[config.mk]
export PLATFORM = sky130hd
export DESIGN_NAME = ibufds_deser
export DESIGN_NICKNAME = d
export VERILOG_FILES = /design/src/rtl/ibufds_deser.sv
export SDC_FILE = /design/constraint.sdc
export NUM_CORES = 1
export LEC_CHECK = 0
export BUFFER_PORTS_ARGS = -buffer_cell sky130_fd_sc_hd__buf_2
export CAP_MARGIN = 20
export CORE_MARGIN = 5
export CORE_UTILIZATION = 50
export DETAILED_ROUTE_END_ITERATION = 12
export GPL_TIMING_DRIVEN = 0
export PLACE_DENSITY = 0.8
export SLEW_MARGIN = 30
export SYNTH_ARGS = -nofsm -noshare
export SYNTH_HDL_FRONTEND = slang
export SYNTH_SLANG_ARGS = --single-unit
[constraint.sdc]
create_clock -name CLK -period 1.55 [get_ports CLK]
set_input_delay 0.155 -clock CLK [delete_from_list [all_inputs] [get_ports CLK]]
set_output_delay 0.155 -clock CLK [all_outputs]
set_load 0.02 [all_outputs]
[src/rtl/ibufds_deser.sv]
// ibufds_deser: multi-channel differential input buffer model with a shared-strobe
// serial-to-parallel deserializer, bitslip word alignment and sticky
// differential-fault flags. The per-channel datapath is in ibufds_deser_lane.
// The top level holds the shared bit counter and the word register.

// Per-channel slice: resolves the I/IB pair, registers the resolved bit,
// shifts it into the word assembly register and tracks the sticky fault flag.
module ibufds_deser_lane #(
    parameter int DATA_WIDTH = 8,
    parameter bit MSB_FIRST  = 1'b1,
    parameter bit DIFF_CHECK = 1'b1
) (
    input  logic                  clk_i,
    input  logic                  rst_i,
    input  logic                  ce_i,
    input  logic                  i_i,
    input  logic                  ib_i,
    input  logic                  clr_err_i,
    output logic                  o_o,
    output logic [DATA_WIDTH-1:0] shift_o,
    output logic                  err_o
);
    logic                  fault;
    logic                  res;
    logic                  o_q, o_d;
    logic                  err_q, err_d;
    logic [DATA_WIDTH-1:0] sh_q, sh_d;

    // Resolve the pair. An equal pair is invalid when checking is on; the
    // previous resolved bit (o_q doubles as the held bit) stands in for it.
    always_comb begin
        fault = DIFF_CHECK && (i_i == ib_i);
        res   = fault ? o_q : i_i;
        o_d   = res;
        err_d = (err_q & ~clr_err_i) | fault;
    end

    // Next shift value; shift_o exposes it so a completing word includes the
    // bit sampled on the same edge.
    always_comb begin
        sh_d = sh_q;
        if (ce_i) begin
            if (MSB_FIRST) sh_d = {sh_q[DATA_WIDTH-2:0], res};
            else           sh_d = {res, sh_q[DATA_WIDTH-1:1]};
        end
    end

    // Lane state: resolved/held bit, shift register and sticky error.
    always_ff @(posedge clk_i) begin
        if (rst_i) begin
            o_q   <= 1'b0;
            err_q <= 1'b0;
            sh_q  <= '0;
        end else begin
            o_q   <= o_d;
            err_q <= err_d;
            sh_q  <= sh_d;
        end
    end

    assign o_o     = o_q;
    assign shift_o = sh_d;
    assign err_o   = err_q;
endmodule

module ibufds_deser #(
    parameter int    CHANNELS   = 1,
    parameter int    DATA_WIDTH = 8,
    parameter string BIT_ORDER  = "MSB_FIRST",
    parameter string DIFF_CHECK = "TRUE",
    parameter string DIFF_TERM  = "FALSE",
    parameter string IOSTANDARD = "DEFAULT"
) (
    input  logic                           CLK,
    input  logic                           RST,
    input  logic                           CE,
    input  logic [CHANNELS-1:0]            I,
    input  logic [CHANNELS-1:0]            IB,
    input  logic                           BITSLIP,
    input  logic                           CLR_ERR,
    output logic [CHANNELS-1:0]            O,
    output logic [CHANNELS*DATA_WIDTH-1:0] Q,
    output logic                           Q_VALID,
    output logic [CHANNELS-1:0]            DIFF_ERR
);
    localparam bit MSB_FIRST_L  = (BIT_ORDER == "MSB_FIRST");
    localparam bit DIFF_CHECK_L = (DIFF_CHECK == "TRUE");
    localparam int CW           = $clog2(DATA_WIDTH);
    localparam logic [CW-1:0] LAST = CW'(DATA_WIDTH - 1);

    // Elaboration-time parameter sanity; DIFF_TERM and IOSTANDARD only need
    // to be legal values since they do not change behaviour.
    if (CHANNELS < 1 || CHANNELS > 32) begin : g_bad_channels
        $error("ibufds_deser: CHANNELS must be 1..32");
    end
    if (DATA_WIDTH < 2 || DATA_WIDTH > 16) begin : g_bad_width
        $error("ibufds_deser: DATA_WIDTH must be 2..16");
    end
    if (BIT_ORDER != "MSB_FIRST" && BIT_ORDER != "LSB_FIRST") begin : g_bad_order
        $error("ibufds_deser: BIT_ORDER must be MSB_FIRST or LSB_FIRST");
    end
    if (DIFF_CHECK != "TRUE" && DIFF_CHECK != "FALSE") begin : g_bad_check
        $error("ibufds_deser: DIFF_CHECK must be TRUE or FALSE");
    end
    if (DIFF_TERM != "TRUE" && DIFF_TERM != "FALSE") begin : g_bad_term
        $error("ibufds_deser: DIFF_TERM must be TRUE or FALSE");
    end
    if (IOSTANDARD == "") begin : g_bad_iostd
        $error("ibufds_deser: IOSTANDARD must not be empty");
    end

    logic [CHANNELS-1:0][DATA_WIDTH-1:0] word;
    logic [CHANNELS-1:0][DATA_WIDTH-1:0] q_q, q_d;
    logic [CW-1:0]                       cnt_q, cnt_d;
    logic                                qv_q, qv_d;
    logic                                emit;

    // One lane per differential pair.
    for (genvar n = 0; n < CHANNELS; n++) begin : g_lane
        ibufds_deser_lane #(
            .DATA_WIDTH (DATA_WIDTH),
            .MSB_FIRST  (MSB_FIRST_L),
            .DIFF_CHECK (DIFF_CHECK_L)
        ) u_lane (
            .clk_i     (CLK),
            .rst_i     (RST),
            .ce_i      (CE),
            .i_i       (I[n]),
            .ib_i      (IB[n]),
            .clr_err_i (CLR_ERR),
            .o_o       (O[n]),
            .shift_o   (word[n]),
            .err_o     (DIFF_ERR[n])
        );
    end

    // Shared bit counter. BITSLIP freezes it for one enabled bit, pushing the
    // word boundary one bit later; a word is emitted only on a non-slip edge
    // that finds the counter at its last position.
    always_comb begin
        cnt_d = cnt_q;
        emit  = 1'b0;
        if (CE && !BITSLIP) begin
            if (cnt_q == LAST) begin
                cnt_d = '0;
                emit  = 1'b1;
            end else begin
                cnt_d = cnt_q + 1'b1;
            end
        end
        q_d  = emit ? word : q_q;
        qv_d = emit;
    end

    // Counter, word register and one-cycle valid strobe.
    always_ff @(posedge CLK) begin
        if (RST) begin
            cnt_q <= '0;
            q_q   <= '0;
            qv_q  <= 1'b0;
        end else begin
            cnt_q <= cnt_d;
            q_q   <= q_d;
            qv_q  <= qv_d;
        end
    end

    assign Q       = q_q;
    assign Q_VALID = qv_q;
endmodule

# Word-level counts from Yosys, hierarchy flattened
# Index checks and enable logic that the tools add are counted.
# op_classes
n_addsub,1
mux,5
bitwise_logic,3
n_eq_ne,2
n_reduce_logical,2
# op_table
cell,count
8-bit two-way mux,1
3-bit by 1-bit adder with 3-bit output (second input constant),1
3-bit equality test (second input constant),1
1-bit two-way mux,3
3-bit two-way mux,1
1-bit AND,1
1-bit equality test,1
1-bit logical AND,1
1-bit zero test,1
1-bit NOT,1
1-bit OR,1
# word_totals
reg_bits,22
inputBits,7
output_inout_bits,11
word_cells,19

# Logic depth before layout (Yosys ltp)
# Gate-level depths: netlist of run 1.
# logic_depth
ltp_word,3
depth_mapped,6
mapped_depth_nobuf,5

# By module
# Synthesis of run 1 repeated with hierarchy kept, for this count alone.
# unflattened
cells_unflattened,86
hier_area_um2,874.6
# by_module_without_submodules
mod,cells_per_inst,seq_area_each_um2,instances,area_each_um2
ibufds_deser,51,240.2,1,455.4
ibufds_deser_lane,35,200.2,1,419.2

# Least setup slack after synthesis of run 1
# OpenSTA, ideal clock, no wires.
# synth_path
path_type,register to register
startpoint,register cnt_q[0]
endpoint,"register q_q, in the netlist Q[1]"
path_slack_ns,0.278
path_stages_with_launch,6
t_required_ns,1.433
setup_ns,0.117
path_buffers,1
t_arrival_ns,1.156
synth_period_minus_slack_ns,1.272
path_cell_list,dfxtp_1 -> ha_1 -> ha_1 -> and3b_1 -> buf_6 -> o22a_1
# synth_via
elab_chain_cells,3
# synth_rtl
element,line_no,rtl
"start, declared",114,"logic [CW-1:0] cnt_q, cnt_d;"
"start signal, assigned",162,cnt_q <= cnt_d;
3-bit equality test,144,if (cnt_q == LAST) begin
1-bit two-way mux,144,
1-bit two-way mux,143,if (CE && !BITSLIP) begin
"end signal, assigned",163,q_q <= q_d;
"end, declared",113,"logic [CHANNELS-1:0][DATA_WIDTH-1:0] q_q, q_d;"
# No other way between the ends.
# A chain may end at the register's enable or synchronous reset.

# Worst setup path after layout of run 1
# layout_path
startpoint,register cnt_q[0]
endpoint,"register q_q, in the netlist Q[4]"
# Same word-level chain as after synthesis.

==> results.tsv, run 1 <==
metric	value	unit
status	complete, no violations	
synthTopCellsByArea	dfxtp_1, mux2i_1, nor2_1, o22a_1, ha_1	
async_flop_share	0	%
synth_edf_count	0	
cp-start-kind	flop	
synth_area_leader_cell	dfxtp_1	
grt_max_degree	13	
crit_type	reg -> reg	
synth_top_area_share	52.1	%
cts-root-buf	clkbuf_4	
tightestPinTransition	290	ps
path_cells	ha_1 > ha_1 > and3b_1 > nor2_1 > o22a_1	
io_buffers	17	
path_clk_slew	110	ps
antenna_found_initial	0	
insertion_delay	290	ps
setup_viol	0	
synthCells	71	
hpwlAfterDp	952	um
min_path_type	in -> reg	
yosysMostFrequentCell	dfxtp_1	
finalNetCount	102	
syn_area	807	um^2
cts_resized	0	
die_h	50.2	um
grt_pass1_wl	2160	um
ys_types	19	
fillerInstances	133	
timing.final.crit_share	90.5	%
cp_num_buf_inv	0	
drtPass1Iterations	3	
setup_tns	0	ps
place_congestion	0.626	
core.rowCount	14	
maxSlewHeadroom	80.6	%
synth-seq-cells	21	
rsz0062_at_grt	false	
cts_made_buffers	3	
grt_usage	10.7	%
cts_setup_buffers	0	
drv_slew	0	
fmax	0.713	GHz
multi_input_area	352	um^2
worst_path_most_repeated_cell	ha_1	
overflow	0	
p_leak	0.471	nW
htree_levels	1	
crit_family	simple AND/OR/NAND/NOR gates	
slowest_stage	dfxtp_1	
drtIter0Drc	5	
finClkSkew	5.94	ps
hold_viol_final	0	
clock_tree.buffer_depth	2	
postRouteAntennaNets	0	
p_total	875	uW
pin_count	18	
synth_nets	80	
worstPathArrival	1650	ps
cpPeakStageDelay	340	ps
final_layout_size_suffix_gt1_share	34.8	%
vias_per_cell	5.05	
wl	1250	um
initial_utilization	53.0	%
route.detailed.drc	0	
drv_cap	0	
ys.flop_type	dfxtp_1	
die_w	50.2	um
endpoint_kind	flop	
place_ws	147	ps
first_global_vias	551	
diodes	0	
ys_seq_area_share	52.1	%
yosysWarnings	0	
cts_tree	done	
seq_area	420	um^2
synth.avg_cell_area	11.4	um^2
vias	545	
dieArea	0.00252	mm^2
holdBufCountCts	0	
fp.coreArea	0.00152	mm^2
ir_drop	0.526	mV
min_period	1400	ps
setup_ws	147	ps
crit_fanout	4	
syn2layout_area_growth	16.4	%
crit_required	1800	ps
wl_per_cell	11.6	um
power_density	931	mW/mm^2
ys_top_cells_by_count	dfxtp_1, mux2i_1, nor2_1	
numClockSinks	21	
[cells by family (layout without fill, tap and decap cells)]
family | Yosys count | count (layout) | synth area share [%]
xor gates and xnor gates | 1 | 1 | 1.09
adders and majority gates | 2 | 2 | 3.10
and+or+nand+nor | 23 | 23 | 16.0
AOI/OAI and AO/OA | 8 | 8 | 8.53
muxes | 12 | 12 | 14.9
DFF | 21 | 21 | 52.1
buffers and inverters | 4 | 25 | 4.34
[power breakdown]
group          total, mW  internal, mW  switching (mW)
Combinational     0.0715        0.0336          0.0379
Sequential         0.556         0.550         0.00577
Clock              0.248        0.0959           0.152
[final cells by class]
type | count | share of cell area, %
well taps | 16 | 2.13
flip-flops and latches | 21 | 44.7
plain buffers | 4 | 3.73
clock buffers | 3 | 2.40
repair buffers | 17 | 9.05
clock inverters | 1 | 0.533
multi-input cells | 46 | 37.4
[per-layer routing]
layer | routed length (um) | up-vias | global-route usage (%)
li1 | - | 284 | -
met4 | 12 | 0 | 5.24
met5 | 0 | - | 0
met3 | 68 | 2 | 2.96
met2 | 541 | 13 | 16.7
met1 | 631 | 246 | 13.4
[flip-flops by register name, summed over array words and instances, names as in the netlist]
register,cells
g_lane.u_lane.sh_q,7
cnt_q,3
Q_VALID,1
Q,8
g_lane.u_lane.o_o,1
g_lane.u_lane.err_o,1
[cells in the final DEF (no fill, tap or decap), drive strengths merged]
| master | instances |
|---|---|
| and3b | 1 |
| and2b | 1 |
| a21o | 1 |
| o22ai | 1 |
| nand2b | 3 |
| ha | 2 |
| xor2 | 1 |
| clkinv | 1 |
| nor3b | 1 |
| nor2 | 15 |
| nor2b | 2 |
| buf | 21 |
| a22o | 1 |
| mux2i | 12 |
| dfxtp | 21 |
| o22a | 4 |
| a21oi | 1 |
| clkbuf | 3 |
[final timing paths]
check	from	to	slack [ps]	cells after the start
worst max-delay path	cnt_q[0]	Q[4]	150	5
worst min-delay path	CLR_ERR	g_lane[0].u_lane.err_o	110	3
worst max register to register	cnt_q[0]	Q[4]	150	5
worst min register to register	g_lane[0].u_lane.err_o	g_lane[0].u_lane.err_o	470	2
[worst register-to-register path: stages (launching register included)]
cell and delay (ps):
dfxtp_1 340, ha_1 200, ha_1 190, and3b_1 190, nor2_1 250, o22a_1 190
[stage by stage]
step,area (um^2),utilization [%],std cells,hold WS (ps)
detailed placement,912,59.9,104,422
global route,940,61.7,108,95.4
CTS,940,61.7,108,109
finish,940,61.7,108,115
floorplan,807,-,71,333
global placement,912,59.9,104,422
Power figures use the tool's default switching activity.
==> run 2, diff against run 1 <==
Settings changed: CORE_UTILIZATION 50 to 54, CTS_BUF_LIST from default to sky130_fd_sc_hd__clkbuf_8, PLACE_DENSITY 0.8 to 0.85.
==> results.tsv, run 2 (synthesis results as in run 1) <==
metric	value	unit	change
core.rowCount	14		unchanged
path_cells	ha_1 > ha_1 > and3b_1 > nor2_1 > o22a_1		
cp_num_buf_inv	0		unchanged
syn2layout_area_growth	18.8	%	
place_congestion	0.628		+0.29%
crit_required	1750	ps	-50 ps
whs	160	ps	+45.4 ps
fin_util	65.9	%	+4.3 points
setup_viol	0		unchanged
cts-root-buf	clkbuf_8		
rr_endpoint	Q[2]		
tightestPinTransition	344	ps	+54.0 ps
dp.cells	104		unchanged
slowest_stage	dfxtp_1		
postRouteAntennaNets	0		unchanged
timing.final.crit_share	93.3	%	+2.8 points
final_layout_size_suffix_gt1_share	34.8	%	unchanged
crit_end	Q[2]		
swShare	21.4	%	-0.98 points
dpl_cell_area	912	um^2	unchanged
endpoint_kind	flop		
vias	569		+4.4%
power_density	1010	mW/mm^2	+8.5%
min_from	CLR_ERR		
wl_per_cell	13.1	um	+13%
instances_no_fill	108		unchanged
initial_utilization	55.5	%	+2.6 points
reg2reg_slack	100	ps	-40 ps
drtIter0Drc	6		+1
design_area	958	um^2	+2.0%
pwr-share-clk	35.2	%	+6.9 points
die_w	48.7	um	-3.0%
drv_cap	0		unchanged
p_int	762	uW	+12%
drv_slew	0		unchanged
p_total	968	uW	+11%
fmax	0.691	GHz	-3.0%
io_buffers	17		unchanged
hpwlAfterDp	1090	um	+14%
fp.coreArea	0.00145	mm^2	-4.6%
finalNetCount	102		unchanged
crit_fanout	4		unchanged
p_leak	0.479	nW	+1.6%
largest_reg_flops	8		unchanged
switchingPower	207	uW	+5.9%
drtPass1Iterations	4		+1
path_clk_slew	70	ps	-40 ps
route.detailed.drc	0		unchanged
grt_pass1_wl	2620	um	+21%
p_comb_share	7.4	%	-0.8 points
layout_common_cells	dfxtp_1, buf_2, mux2i_1		
cp-start-kind	flop		
clock_tree.buffer_depth	2		unchanged
final_common_cell	dfxtp_1		
crit_type	reg -> reg		
cts_setup_buffers	0		unchanged
setup_tns	0	ps	unchanged
seqPwrFrac	57.4	%	-6.1 points
dieArea	0.00237	mm^2	-5.9%
finClkSkew	2.91	ps	-3.02 ps
hold_viol_final	0		unchanged
pin_count	18		unchanged
cts_resized	0		unchanged
min_path_type	in -> reg		
grt_usage	13.7	%	+3.0 points
diodes	0		unchanged
grt_max_degree	13		unchanged
holdBufCountCts	0		unchanged
status	complete, no violations		
antenna_found_initial	0		unchanged
first_global_vias	600		+8.9%
overflow	0		unchanged
ir_drop	0.635	mV	+21%
maxSlewHeadroom	77.0	%	-3.6 points
worstPathArrival	1650	ps	about the same
min_period	1450	ps	+43.8 ps
insertion_delay	250	ps	-40 ps
vias_per_cell	5.27		+4.4%
cts_tree	done		
rr_startpoint	cnt_q[0]		
worst_path_most_repeated_cell	ha_1		
htree_levels	1		unchanged
startpoint	cnt_q[0]		
rsz0062_at_grt	false		
place_ws	130	ps	-17.7 ps
setup_ws	103	ps	-43.8 ps
cp.depth	5		unchanged
cpPeakStageDelay	330	ps	about the same
cts_made_buffers	3		unchanged
numClockSinks	21		unchanged
wl	1420	um	+13%
die_h	48.7	um	-3.0%
worstRegToRegCells	5		unchanged
crit_family	simple AND/OR/NAND/NOR gates		
[run 2: cell counts in the layout (fill, tap and decap cells not counted)]
Identical to the previous run, type by type.
[run 2: layer usage]
metal / share of wire [%] / GRT usage [%] / up-vias
met4: 0.71 / 5.38 / 0
met2: 51 / 23.5 / 13
met1: 43 / 16.0 / 268
met3: 5.2 / 3.68 / 2
met5: 0 / 0 / -
li1: - / - / 286
[run 2: power by group through the flow]
| stage | logic (mW) | registers, mW | clock network [mW] |
|---|---|---|---|
| 3_5_place_dp | 0.0728 | 0.568 | 0 |
| 4_1_cts | 0.0735 | 0.556 | 0.349 |
| 2_1_floorplan | 0.0456 | 0.573 | 0 |
| 5_1_grt | 0.0797 | 0.557 | 0.381 |
| 6_report | 0.0720 | 0.556 | 0.341 |
| 3_3_place_gp | 0.0694 | 0.568 | 0 |
[run 2: area by class of cell]
class | instances | area (um^2)
Clock inverter | 1 | 5.00
Timing Repair Buffer | 17 | 85.1
Clock buffer | 3 | 41.3
Fill cell | 131 | 495
Sequential cell | 21 | 420
Tap cell | 16 | 20.0
Buffer | 4 | 35.0
Multi-Input combinational cell | 46 | 352
[run 2: worst min path at each step]
stage / to / depth (start not counted)
2_1_floorplan: g_lane[0].u_lane.err_o / 2
3_3_place_gp: g_lane[0].u_lane.err_o / 3
3_5_place_dp: g_lane[0].u_lane.err_o / 3
4_1_cts: g_lane[0].u_lane.err_o / 3
5_1_grt: g_lane[0].u_lane.err_o / 3
6_report: g_lane[0].u_lane.err_o / 3
[run 2: worst min-delay path, stage by stage]
cell	delay [ps]
buf_2	70
nand2b_1	90
a21oi_1	50
==> run 3, diff against run 2 <==
Settings changed: CORE_MARGIN 5 to default, RECOVER_POWER from default to 50.
==> results.tsv, run 3 (synthesis results as in run 1) <==
metric	value	unit	change
ir_drop	0.567	mV	-11%
fp.coreArea	0.00135	mm^2	-7.1%
fillerInstances	125		-4.6%
pin_count	18		unchanged
vias	547		-3.9%
first_global_vias	474		-21%
finalNetCount	102		unchanged
cts_tree	done		
worstPathArrival	1610	ps	-40 ps
drtPass1Iterations	4		unchanged
grt_usage	20.6	%	+6.9 points
initial_utilization	59.8	%	+4.3 points
cts_resized	0		unchanged
fmax	0.711	GHz	+2.9%
route.detailed.drc	0		unchanged
cp-start-kind	flop		
crit_type	reg -> reg		
timing.final.crit_share	90.7	%	-2.7 points
dp.cells	103		-0.96%
htree_levels	1		unchanged
dieArea	0.00165	mm^2	-30%
worst_path_most_repeated_cell	ha_1		
insertion_delay	260	ps	about the same
maxSlewHeadroom	80.1	%	+3.2 points
drv_cap	0		unchanged
wl	1340	um	-5.4%
drtIter0Drc	6		unchanged
grt_max_degree	12		-1
crit_fanout	4		unchanged
place_congestion	0.740		+18%
cts_made_buffers	3		unchanged
min_period	1410	ps	-41.1 ps
numClockSinks	21		unchanged
slowest_stage	dfxtp_1		
die_w	40.7	um	-16%
holdBufCountCts	0		unchanged
layout_common_cells	dfxtp_1, mux2i_1, nor2_1		
path_clk_slew	70	ps	about the same
core.rowCount	13		-1
tightestPinTransition	297	ps	-47.5 ps
diodes	0		unchanged
hold_viol_final	0		unchanged
finClkSkew	1.29	ps	-1.62 ps
antenna_found_initial	0		unchanged
instances_no_fill	107		-0.93%
multi_input_area	345	um^2	-1.8%
final_layout_size_suffix_gt1_share	23.9	%	-11 points
postRouteAntennaNets	0		unchanged
cpPeakStageDelay	330	ps	about the same
path_cells	ha_1 > ha_1 > and3b_1 > nor2_1 > o22a_1		
drv_slew	0		unchanged
crit_family	simple AND/OR/NAND/NOR gates		
grt_pass1_wl	2040	um	-22%
clock_tree.buffer_depth	2		unchanged
io_buffers	17		unchanged
syn2layout_area_growth	16.4	%	
cts_setup_buffers	0		unchanged
largest_reg_flops	8		unchanged
p_leak	0.442	nW	-7.6%
wl_per_cell	12.5	um	-4.5%
vias_per_cell	5.11		-3.0%
cts-root-buf	clkbuf_8		
power_density	1030	mW/mm^2	+2.1%
min_path_type	in -> reg		
seq_area	420	um^2	unchanged
rsz0062_at_grt	false		
die_h	40.7	um	-16%
setup_viol	0		unchanged
overflow	0		unchanged
cp_num_buf_inv	0		unchanged
setup_tns	0	ps	unchanged
status	complete, no violations		
final_common_cell	dfxtp_1		
crit_required	1760	ps	about the same
endpoint_kind	flop		
hpwlAfterDp	972	um	-10%
[run 3: cell types whose count changed in the layout (fill, tap and decap cells not counted), sizes merged]
cell	previous run	this run
inv	0	1
buf	21	13
clkbuf	3	11
clkinv	1	0
[run 3: metrics by stage]
stage	instance area (um^2)	utilization, %	hold WS, ps	worst slack [ps]	power, mW
finish	940	69.6	163	144	0.969
global route	940	69.6	175	46.6	1.00
CTS	956	70.8	162	149	0.981
detailed placement	911	67.5	440	173	0.641
global placement	911	67.5	421	181	0.637
floorplan	807	-	333	278	0.618
[run 3: routing by layer]
metal	vias to the layer above	global-route usage, %	part of all wire [%]
met3	4	8.15	5.7
li1	285	-	-
met1	237	23.1	46
met5	-	0	0
met4	0	15.0	2.4
met2	21	31.3	46
[run 3: cell type report]
cell class	instances	area share [%]
well taps	15	2.00
plain buffers	4	3.73
clock inverters	1	0.399
clock buffers	3	4.39
multi-input cells	46	36.8
repair buffers	17	7.99
flip-flops and latches	21	44.7
[run 3: power by group]
group | internal [mW] | total [mW] | switching, mW
clock | 0.176 | 0.342 | 0.166
combinational | 0.0329 | 0.0708 | 0.0379
sequential | 0.550 | 0.556 | 0.00615
total | 0.759 | 0.969 | 0.210
[run 3: worst min-delay path: stages]
cell and delay (ps):
buf_2 70, nand2b_1 90, a21oi_1 60
[run 3: path summary, 6_finish.rpt]
kind / start / endpoint / slack, ps / cells past startpoint
hold reg to reg: g_lane[0].u_lane.err_o / g_lane[0].u_lane.err_o / 470 / 2
hold / removal: CLR_ERR / g_lane[0].u_lane.err_o / 160 / 3
setup reg to reg: cnt_q[0] / Q[1] / 140 / 5
setup / recovery: cnt_q[0] / Q[1] / 140 / 5
